File: config.mk
export PLATFORM = sky130hd
export DESIGN_NAME = fetch_unit_m00_axis
export DESIGN_NICKNAME = d
export VERILOG_FILES = /design/src/rtl/fetch_unit_pkg.sv /design/src/rtl/fetch_unit_addr_gen.sv /design/src/rtl/fetch_unit_m00_axis.sv
export SDC_FILE = /design/constraint.sdc
export NUM_CORES = 1
export LEC_CHECK = 0
export ABC_AREA = 0
export CORE_MARGIN = 2
export CORE_UTILIZATION = 35
export DETAILED_ROUTE_END_ITERATION = 8
export GPL_TIMING_DRIVEN = 0
export PLACE_DENSITY = 0.72
export SETUP_SLACK_MARGIN = 0.15
export SYNTH_ARGS = -nofsm -noshare
export SYNTH_HDL_FRONTEND = slang
export SYNTH_SLANG_ARGS = --single-unit
File: constraint.sdc
create_clock -name M_AXIS_ACLK -period 2.2 [get_ports M_AXIS_ACLK]
set_input_delay 0.33 -clock M_AXIS_ACLK [delete_from_list [all_inputs] [get_ports M_AXIS_ACLK]]
set_output_delay 0.33 -clock M_AXIS_ACLK [all_outputs]
set_load 0.02 [all_outputs]
File: src/rtl/fetch_unit_pkg.sv
// fetch_unit_pkg: shared types and constants for the fetch unit AXIS master
package fetch_unit_pkg;
    localparam int WORD_W = 32;
    typedef enum logic [2:0] {INIT, IDLE, PREFETCH, STREAM, DONE} state_t;
endpackage

File: src/rtl/fetch_unit_addr_gen.sv
// fetch_unit_addr_gen: word index, BRAM lookahead address and last-beat detect
// Ports: clk/rst (async active-high), load (latch clamped res_size, clear index),
//        hs (stream handshake this cycle), res_size, addr (BRAM read address),
//        last (presented word is the final one)
module fetch_unit_addr_gen #(
    parameter int BRAM_DEPTH = 10
) (
    input  logic                  clk,
    input  logic                  rst,
    input  logic                  load,
    input  logic                  hs,
    input  logic [31:0]           res_size,
    output logic [BRAM_DEPTH-1:0] addr,
    output logic                  last
);
    localparam logic [BRAM_DEPTH:0] MAX_N = {1'b1, {BRAM_DEPTH{1'b0}}};
    logic [BRAM_DEPTH-1:0] idx_q;
    logic [BRAM_DEPTH:0]   n_q;
    always_ff @(posedge clk or posedge rst) begin
        if (rst) begin
            idx_q <= '0;
            n_q   <= '0;
        end else begin
            if (load)
                n_q <= (res_size > 32'(MAX_N)) ? MAX_N : res_size[BRAM_DEPTH:0];
            if (load || (hs && last))
                idx_q <= '0;
            else if (hs)
                idx_q <= idx_q + 1'b1;
        end
    end
    // n_q is one bit wider than idx_q so a full-depth transfer still has a valid N-1
    assign last = ({1'b0, idx_q} == n_q - 1'b1);
    // Lookahead on handshake keeps the BRAM output aligned with idx_q
    assign addr = hs ? idx_q + 1'b1 : idx_q;
endmodule

File: src/rtl/fetch_unit_m00_axis.sv
// fetch_unit_m00_axis: streams res_size words from the result BRAM out on M_AXIS
// Ports: M_AXIS_ACLK/M_AXIS_ARESET (async active-high), VALID_PE2FU (level start),
//        res_size (word count), mat_res_addr/mat_res_dout (1-cycle-latency BRAM),
//        M_AXIS_TVALID/TDATA/TSTRB/TLAST/TREADY (AXI4-Stream master)
// Optional macro FETCH_UNIT_BEAT_CNT_EN adds beats_sent (handshakes this transfer)
//        and tx_done (1-cycle pulse on entry to DONE)
module fetch_unit_m00_axis
    import fetch_unit_pkg::*;
#(
    parameter int BRAM_DEPTH           = 10,
    parameter int C_M_AXIS_TDATA_WIDTH = 32,
    parameter int C_M_START_COUNT      = 32
) (
    input  logic                              M_AXIS_ACLK,
    input  logic                              M_AXIS_ARESET,
    input  logic                              VALID_PE2FU,
    input  logic [31:0]                       res_size,
    output logic [BRAM_DEPTH-1:0]             mat_res_addr,
    input  logic [WORD_W-1:0]                 mat_res_dout,
    output logic                              M_AXIS_TVALID,
    output logic [C_M_AXIS_TDATA_WIDTH-1:0]   M_AXIS_TDATA,
    output logic [C_M_AXIS_TDATA_WIDTH/8-1:0] M_AXIS_TSTRB,
    output logic                              M_AXIS_TLAST,
    input  logic                              M_AXIS_TREADY
`ifdef FETCH_UNIT_BEAT_CNT_EN
    ,
    output logic [31:0]                       beats_sent,
    output logic                              tx_done
`endif
);
    state_t      state_q, state_d;
    logic [31:0] cnt_q;
    logic        load, hs, last;
    assign load          = (state_q == IDLE) && VALID_PE2FU;
    assign M_AXIS_TVALID = (state_q == STREAM);
    assign hs            = M_AXIS_TVALID && M_AXIS_TREADY;
    assign M_AXIS_TLAST  = M_AXIS_TVALID && last;
    assign M_AXIS_TDATA  = mat_res_dout;
    assign M_AXIS_TSTRB  = '1;
    fetch_unit_addr_gen #(.BRAM_DEPTH(BRAM_DEPTH)) u_addr_gen (
        .clk      (M_AXIS_ACLK),
        .rst      (M_AXIS_ARESET),
        .load     (load),
        .hs       (hs),
        .res_size (res_size),
        .addr     (mat_res_addr),
        .last     (last)
    );
    always_ff @(posedge M_AXIS_ACLK or posedge M_AXIS_ARESET) begin
        if (M_AXIS_ARESET) begin
            state_q <= INIT;
            cnt_q   <= '0;
        end else begin
            state_q <= state_d;
            cnt_q   <= (state_q == INIT) ? cnt_q + 32'd1 : cnt_q;
        end
    end
    always_comb begin
        state_d = state_q;
        unique case (state_q)
            INIT:     if (cnt_q + 32'd1 >= 32'(C_M_START_COUNT)) state_d = IDLE;
            IDLE:     if (VALID_PE2FU) state_d = (res_size == 32'd0) ? DONE : PREFETCH;
            PREFETCH: state_d = STREAM;
            STREAM:   if (hs && last) state_d = DONE;
            DONE:     if (!VALID_PE2FU) state_d = IDLE;
            default:  state_d = INIT;
        endcase
    end
`ifdef FETCH_UNIT_BEAT_CNT_EN
    always_ff @(posedge M_AXIS_ACLK or posedge M_AXIS_ARESET) begin
        if (M_AXIS_ARESET) begin
            beats_sent <= '0;
            tx_done    <= 1'b0;
        end else begin
            beats_sent <= load ? 32'd0 : beats_sent + 32'(hs);
            tx_done    <= (state_d == DONE) && (state_q != DONE);
        end
    end
`endif
endmodule

==> out/results.ini, run 1 <==
[place]
place.detailed.hpwl_um = 7740
numPlacedInstances = 670
globalplace.congestion = 0.857
place.port_buffers = 79
preCtsSetupSlack_ps = -952

[timing]
timing_hold_violations_final = 0
setup_ws_ps = -708
share_of_the_clock_period_used_by_the_worst_path_after_layout = 1.32
timing_worst_slew_pin_value_ps = 549
layout_min_cycle_time_ps = 2910
maxClockFrequency_mhz = 344
setup_viol = 16
skew_ps = 8.64
totalNegativeSetupSlack_ps = -5850
timing.final.max_slew_violations = 0
timing.max_slew.rel_slack = 0.634
rsz_0062_raised_after_global_routing = true

[pwr]
p_leak_nw = 2.63
cell_internal_pwr_mw = 2.23
combPwrFrac = 0.343
power.switching_fraction = 0.319
seq_power_share = 0.374
vdd_drop_max_v = 0.000404
pwr_density_cell_nw_per_um2 = 556
power.clock.fraction = 0.282
switching_power_total_mw = 1.04

[route]
routed-via-count = 3894
detail-route-antenna-nets = 0
detailedRoute.firstIterationViolations = 303
wl_per_cell_um = 16.2
detail_route.first_pass.iterations = 5
final_routed_wirelength_um = 11500
drc = 0
avgViaCountPerCell = 5.48

[synthesis]
synth-seq-area-share = 0.346
post_synth_arst_share = 1.00
ys_types = 65
synthXorXnorAreaFrac = 0.134
synth.yosys.warnings = 0
muxShareOfSynthArea = 0
synth_top_area_share = 0.346
share_of_the_synthesized_area_in_compound_gates_ao_oa_aoi_oai = 0.0999
ys_seq_elements = 56
synthTopCellsByArea = sky130_fd_sc_hd__dfrtp_1 35%, sky130_fd_sc_hd__xnor2_1 9.5%, sky130_fd_sc_hd__buf_4 7.2%
post_synth_and_or_nand_nor_area_fraction = 0.298
synthesis.area_per_instance_um2 = 9.11
synthesis.area_um2 = 4050
synth-edff-count = 0
synth_top_family_by_area = simple AND/OR/NAND/NOR gates
ys.flop_type = sky130_fd_sc_hd__dfrtp_1
synth_top_cell_by_area = sky130_fd_sc_hd__dfrtp_1
synthesis.instances = 444
synth_fa_ha_area_frac = 0.00928

[setup_path]
worst_setup_path_end_kind = primary output
critical_path.cell_chain = clkbuf_8 > inv_4 > ha_4 > buf_8 > or3b_4 > or3b_1 > a211oi_2 > and2_4 > and3_4 > buf_6
r2r-start = u_addr_gen.n_q[0]$_DFFE_PP0P_
critical_path_arrival_ps = 2580
reg2reg_depth = 12
timing.critical_path.fanout_max = 5
timing.critical_path.from = u_addr_gen.n_q[0]$_DFFE_PP0P_
worst_r2r_endpoint = u_addr_gen.idx_q[7]$_DFF_PP0_
start_kind = register
r2r_setup_slack_ps = -430
path_class = register to primary output
slowest_delay_ps = 380
cp_slowest_cell = sky130_fd_sc_hd__dfrtp_1
worst_path_required_ps = 1870

[cts]
clk_latency_ps = 290
clock_tree.buffer_depth = 2
htreeDepth = 2
cts_tree = built
cts_root_buf = sky130_fd_sc_hd__clkbuf_16
holdBufCountCts = 0
cts_inserted_buffers = 5
clock-sinks = 56
clk_pin_slew_ps = 80

[grt]
grt_start_max_net_pins = 35
grt_first_pass_wirelength_um = 17800
antenna_found_initial = 0
grt.overflow.total = 0
grt_use_total = 0.170
first_global_vias = 3814

[cells_and_area]
multi_input_area_um2 = 2570
area.sequential_um2 = 1410
finish.net_count = 638
final_common_cell = sky130_fd_sc_hd__buf_4
fillers = 1006
drive_above_1_share = 0.326
final_cells = 711
ant_diodes = 0
syn2layout_area_growth_pct = 45.1
layout_common_cells = 70 x sky130_fd_sc_hd__buf_4, 66 x sky130_fd_sc_hd__clkdlybuf4s50_1, 50 x sky130_fd_sc_hd__dfrtp_1, 37 x sky130_fd_sc_hd__xnor2_1, 27 x sky130_fd_sc_hd__nand2_1

[floorplanning]
std_cell_rows = 39
die_area_um2 = 12400
initial_utilization = 0.356
die_width_um = 112
chipHeight_um = 112
design.core.area_um2 = 11400
pin_count = 116

[flow_run]
drv.max_cap_violation_count = 0

[min_path]
hp-class = input pin to async pin

[run_status]
outcome = complete, but fails checks
failed_checks = negative setup slack

how the worst max path moves through the flow:
stage / slack (ps) / to
2_1_floorplan: -200 / M_AXIS_TLAST
3_3_place_gp: -900 / M_AXIS_TLAST
3_5_place_dp: -950 / M_AXIS_TLAST
4_1_cts: -710 / M_AXIS_TLAST
5_1_grt: -790 / M_AXIS_TLAST
6_report: -710 / M_AXIS_TLAST
state kept, by name, summed over array words and instances, names as in the netlist:
name	flops
state_q	3
u_addr_gen.n_q	11
u_addr_gen.idx_q	10
cnt_q	32
cell usage after synthesis (all sizes together) (4+ instances only):
library cell	instances
a211oi	5
a21oi	8
a22o	10
a31oi	4
and3	24
and4	5
buf	48
clkbuf	13
dfrtp	56
inv	10
nand2	34
nand3	24
nand4	22
nand4b	5
nor2	20
nor2b	5
nor3	18
nor4	18
o21ai	4
or3	9
xnor2	44
xor2	18
metal layers:
layer  track usage  routed length (µm)
met4        0.0543                 251
met3        0.0261                 515
met5             0                   0
met1         0.204                4610
met2         0.310                6140
power groups by stage:
| stage | sequential (mW) | combinational, mW | clock [mW] |
|---|---|---|---|
| after floorplan | 1.22 | 0.531 | 0 |
| after global placement | 1.24 | 0.845 | 0 |
| after detailed placement | 1.25 | 0.870 | 0 |
| after CTS | 1.23 | 0.939 | 0.951 |
| after global routing | 1.23 | 1.20 | 0.995 |
| final | 1.22 | 1.12 | 0.922 |
cells by family (layout without fill, tap and decap cells):
kind of cell / after synthesis / count (layout)
AO/OA/AOI/OAI: 54 / 54
adder cells (fa/ha/maj): 3 / 3
flip-flops: 56 / 56
buffers and inverters: 71 / 191
XOR/XNOR: 62 / 62
other: 1 / 4
AND/OR/NAND/NOR: 197 / 198
critical path: cells and delay by family (launching register included):
kind | cells | cell delay, ps
compound gates | 1 | 230
fa+ha+maj | 1 | 120
buf+inv | 4 | 420
flops | 1 | 380
simple gates | 4 | 1130
through the flow:
step	hold WS (ps)	util	power (mW)	area (µm²)
global placement	504	0.446	2.09	5070
global route	443	0.517	3.42	5870
detailed placement	504	0.448	2.12	5090
finish	401	0.517	3.27	5870
CTS	421	0.488	3.12	5550
floorplan	453	-	1.75	4110
cell type report:
cell class / count / share of cell area
clock inverters: 3 / 0.00788
plain buffers: 61 / 0.0744
flip-flops and latches: 56 / 0.240
inverters: 10 / 0.00682
multi-input cells: 321 / 0.437
clock buffers: 5 / 0.0213
well taps: 143 / 0.0305
repair buffers: 112 / 0.182
what timing repair did:
item	4_1_cts	5_1_grt
buffers inserted	16	16
setup endpoints to repair	43	42
resized for setup	89	59
pin swaps	14	18
gates cloned	1	0
Power figures use the tool's default switching activity.
==> run 2: changes to the inputs <==
--- a/config.mk
+++ b/config.mk
@@ -6,11 +6,11 @@
 export NUM_CORES = 1
 export LEC_CHECK = 0
 export ABC_AREA = 0
+export CAP_MARGIN = 20
 export CORE_MARGIN = 2
 export CORE_UTILIZATION = 35
 export DETAILED_ROUTE_END_ITERATION = 8
 export GPL_TIMING_DRIVEN = 0
-export PLACE_DENSITY = 0.72
 export SETUP_SLACK_MARGIN = 0.15
 export SYNTH_ARGS = -nofsm -noshare
 export SYNTH_HDL_FRONTEND = slang
==> run 2 against run 1 <==
The flow still finishes with violations (negative setup slack). Utilization down 1.0 points. Critical path type unchanged. Final cell count down 0.42%. Maximum frequency down 0.27%. Final area down 2.0%. Sequential power about the same. Total power down 3.1%.
==> out/results.ini, run 2 (synthesis gave the netlist of run 1 again) <==
[run_status]
outcome = complete, but fails checks  ; unchanged
failed_checks = negative setup slack  ; unchanged

[route]
final_routed_wirelength_um = 10900  ; was 11500 µm
detailedRoute.firstIterationViolations = 223  ; was 303
wl_per_cell_um = 15.4  ; was 16.2 µm
detail_route.first_pass.iterations = 5  ; unchanged
drc = 0  ; unchanged
avgViaCountPerCell = 5.20  ; was 5.48
routed-via-count = 3681  ; was 3894
detail-route-antenna-nets = 0  ; unchanged

[grt]
first_global_vias = 3699  ; was 3814
grt.overflow.total = 0  ; unchanged
grt_use_total = 0.174  ; was 0.170
antenna_found_initial = 0  ; unchanged
grt_first_pass_wirelength_um = 18000  ; was 17800 µm
grt_start_max_net_pins = 41  ; was 35

[cells_and_area]
syn2layout_area_growth_pct = 42.3  ; was 45.1%
drive_above_1_share = 0.304  ; was 0.326
finish.net_count = 635  ; was 638
max_flop_register = cnt_q  ; unchanged
layout_common_cells = 69 x sky130_fd_sc_hd__buf_4, 66 x sky130_fd_sc_hd__clkdlybuf4s50_1, 49 x sky130_fd_sc_hd__dfrtp_1, 38 x sky130_fd_sc_hd__xnor2_1, 28 x sky130_fd_sc_hd__nand2_1  ; was 70 x sky130_fd_sc_hd__buf_4, 66 x sky130_fd_sc_hd__clkdlybuf4s50_1, 50 x sky130_fd_sc_hd__dfrtp_1, 37 x sky130_fd_sc_hd__xnor2_1, 27 x sky130_fd_sc_hd__nand2_1
layout_top_registers = cnt_q x32, u_addr_gen.n_q x11, u_addr_gen.idx_q x10  ; unchanged
postLayoutCoreUtil = 0.506  ; was 0.517
final_common_cell = sky130_fd_sc_hd__buf_4  ; unchanged
final_cell_area_um2 = 5760  ; was 5870 µm²
ant_diodes = 0  ; unchanged
final_cells = 708  ; was 711
largest_register_ff_count = 32  ; unchanged

[place]
numPlacedInstances = 670  ; unchanged
placed_area_um2 = 5090  ; unchanged
globalplace.congestion = 0.816  ; was 0.857
place.detailed.hpwl_um = 7800  ; was 7740 µm
place.port_buffers = 79  ; unchanged

[pwr]
total_power_mw = 3.17  ; was 3.27 mW
vdd_drop_max_v = 0.000298  ; was 0.000404 V
p_leak_nw = 2.57  ; was 2.63 nW
pwr_density_cell_nw_per_um2 = 550  ; was 556 nW/µm²

[setup_path]
slowest_delay_ps = 440  ; was 380 ps
worst_path_required_ps = 1870  ; about the same
timing.critical_path.max_delay_family = simple AND/OR/NAND/NOR gates  ; unchanged
worst_setup_path_end_kind = primary output  ; unchanged
timing.critical_path.fanout_max = 6  ; was 5
cp_num_buf_inv = 3  ; was 4
cp_slowest_cell = sky130_fd_sc_hd__dfrtp_2  ; was sky130_fd_sc_hd__dfrtp_1
path_class = register to primary output  ; unchanged
critical_path_arrival_ps = 2590  ; was 2580 ps
start_kind = register  ; unchanged
critical_path.cell_chain = inv_1 > ha_4 > buf_8 > or3b_4 > or3b_4 > a211oi_4 > and2_4 > and3_4 > buf_6  ; was clkbuf_8 > inv_4 > ha_4 > buf_8 > or3b_4 > or3b_1 > a211oi_2 > and2_4 > and3_4 > buf_6
crit_path_frequent_cell = sky130_fd_sc_hd__or3b_4

[timing]
share_of_the_clock_period_used_by_the_worst_path_after_layout = 1.33  ; was 1.32
rsz_0062_raised_after_global_routing = true  ; unchanged
timing.final.max_slew_violations = 0  ; unchanged
setup_ws_ps = -716  ; was -708 ps
timing_hold_violations_final = 0  ; unchanged
maxClockFrequency_mhz = 343  ; was 344 MHz
setup_viol = 16  ; unchanged
fin_worst_hold_slack_ps = 326  ; was 401 ps
skew_ps = 13.1  ; was 8.64 ps
layout_min_cycle_time_ps = 2920  ; was 2910 ps

[min_path]
hp-class = input pin to async pin  ; unchanged

[floorplanning]
chipHeight_um = 112  ; unchanged
std_cell_rows = 39  ; unchanged
pin_count = 116  ; unchanged
design.core.area_um2 = 11400  ; unchanged
die_area_um2 = 12400  ; unchanged
die_width_um = 112  ; unchanged
initial_utilization = 0.356  ; unchanged

[cts]
clk_latency_ps = 300  ; was 290 ps
clock_tree.buffer_depth = 2  ; unchanged
clock-sinks = 56  ; unchanged
cts_inserted_buffers = 5  ; unchanged
htreeDepth = 2  ; unchanged
cts_root_buf = sky130_fd_sc_hd__clkbuf_16  ; unchanged
holdBufCountCts = 0  ; unchanged
cts_tree = built  ; unchanged
clk_pin_slew_ps = 80  ; about the same

[flow_run]
drv.max_cap_violation_count = 0  ; unchanged

## run 2: per-layer routing
layer,vias to the layer above,wire (µm),GRT usage
met5,-,0,0
met4,0,174,0.0477
met3,13,357,0.0294
met2,83,5830,0.322
met1,1788,4560,0.207
li1,1797,-,-
## run 2: area by class of cell
class,instances,area [µm²]
clock buffers,7,143
multi-input cells,320,2510
inverters,10,40.0
fillers,1073,5610
plain buffers,60,437
clock inverters,1,7.51
repair buffers,111,1030
flip-flops and latches,56,1410
well taps,143,179
## run 2: path summary, 6_finish.rpt
| kind | startpoint | end | slack, ps | cells after the start |
|---|---|---|---|---|
| min in group M_AXIS_ACLK | cnt_q[0]$_DFFE_PP0N_ | cnt_q[0]$_DFFE_PP0N_ | 520 | 1 |
| min | M_AXIS_ARESET | cnt_q[29]$_DFFE_PP0N_ | 330 | 2 |
| max in group asynchronous | M_AXIS_ARESET | cnt_q[2]$_DFFE_PP0N_ | 1310 | 3 |
| max reg2reg | u_addr_gen.n_q[1]$_DFFE_PP0P_ | state_q[0]$_DFFE_PP0P_ | -450 | 11 |
| min reg2reg | cnt_q[0]$_DFFE_PP0N_ | cnt_q[0]$_DFFE_PP0N_ | 520 | 1 |
| max | u_addr_gen.n_q[1]$_DFFE_PP0P_ | M_AXIS_TLAST | -720 | 9 |
## run 2: timing repair
action	4_1_cts	5_1_grt
pin swaps	13	17
buffers inserted	18	13
endpoints found under the setup margin	43	44
resized for setup	87	57
## run 2: where the power goes
group / switching (mW) / leakage [nW] / internal (mW)
combinational: 0.553 / 1.75 / 0.555
sequential: 0.103 / 0.753 / 1.12
clock: 0.382 / 0.0701 / 0.455
## run 2: worst reg2reg max path: cells and delay by family, from the launching register on
kind	cells	cell delay (ps)
AOI/OAI and AO/OA	2	410
adders and majority gates	1	140
buffers and inverters	3	360
DFF	1	440
and+or+nand+nor	5	1190
## run 2: per-stage QoR
| stage | TNS [ps] | worst slack (ps) |
|---|---|---|
| after global placement | -46870 | -930 |
| after floorplan | -772 | -199 |
| after detailed placement | -13620 | -1010 |
| final | -5710 | -716 |
| after CTS | -6070 | -749 |
| after global routing | -7230 | -787 |
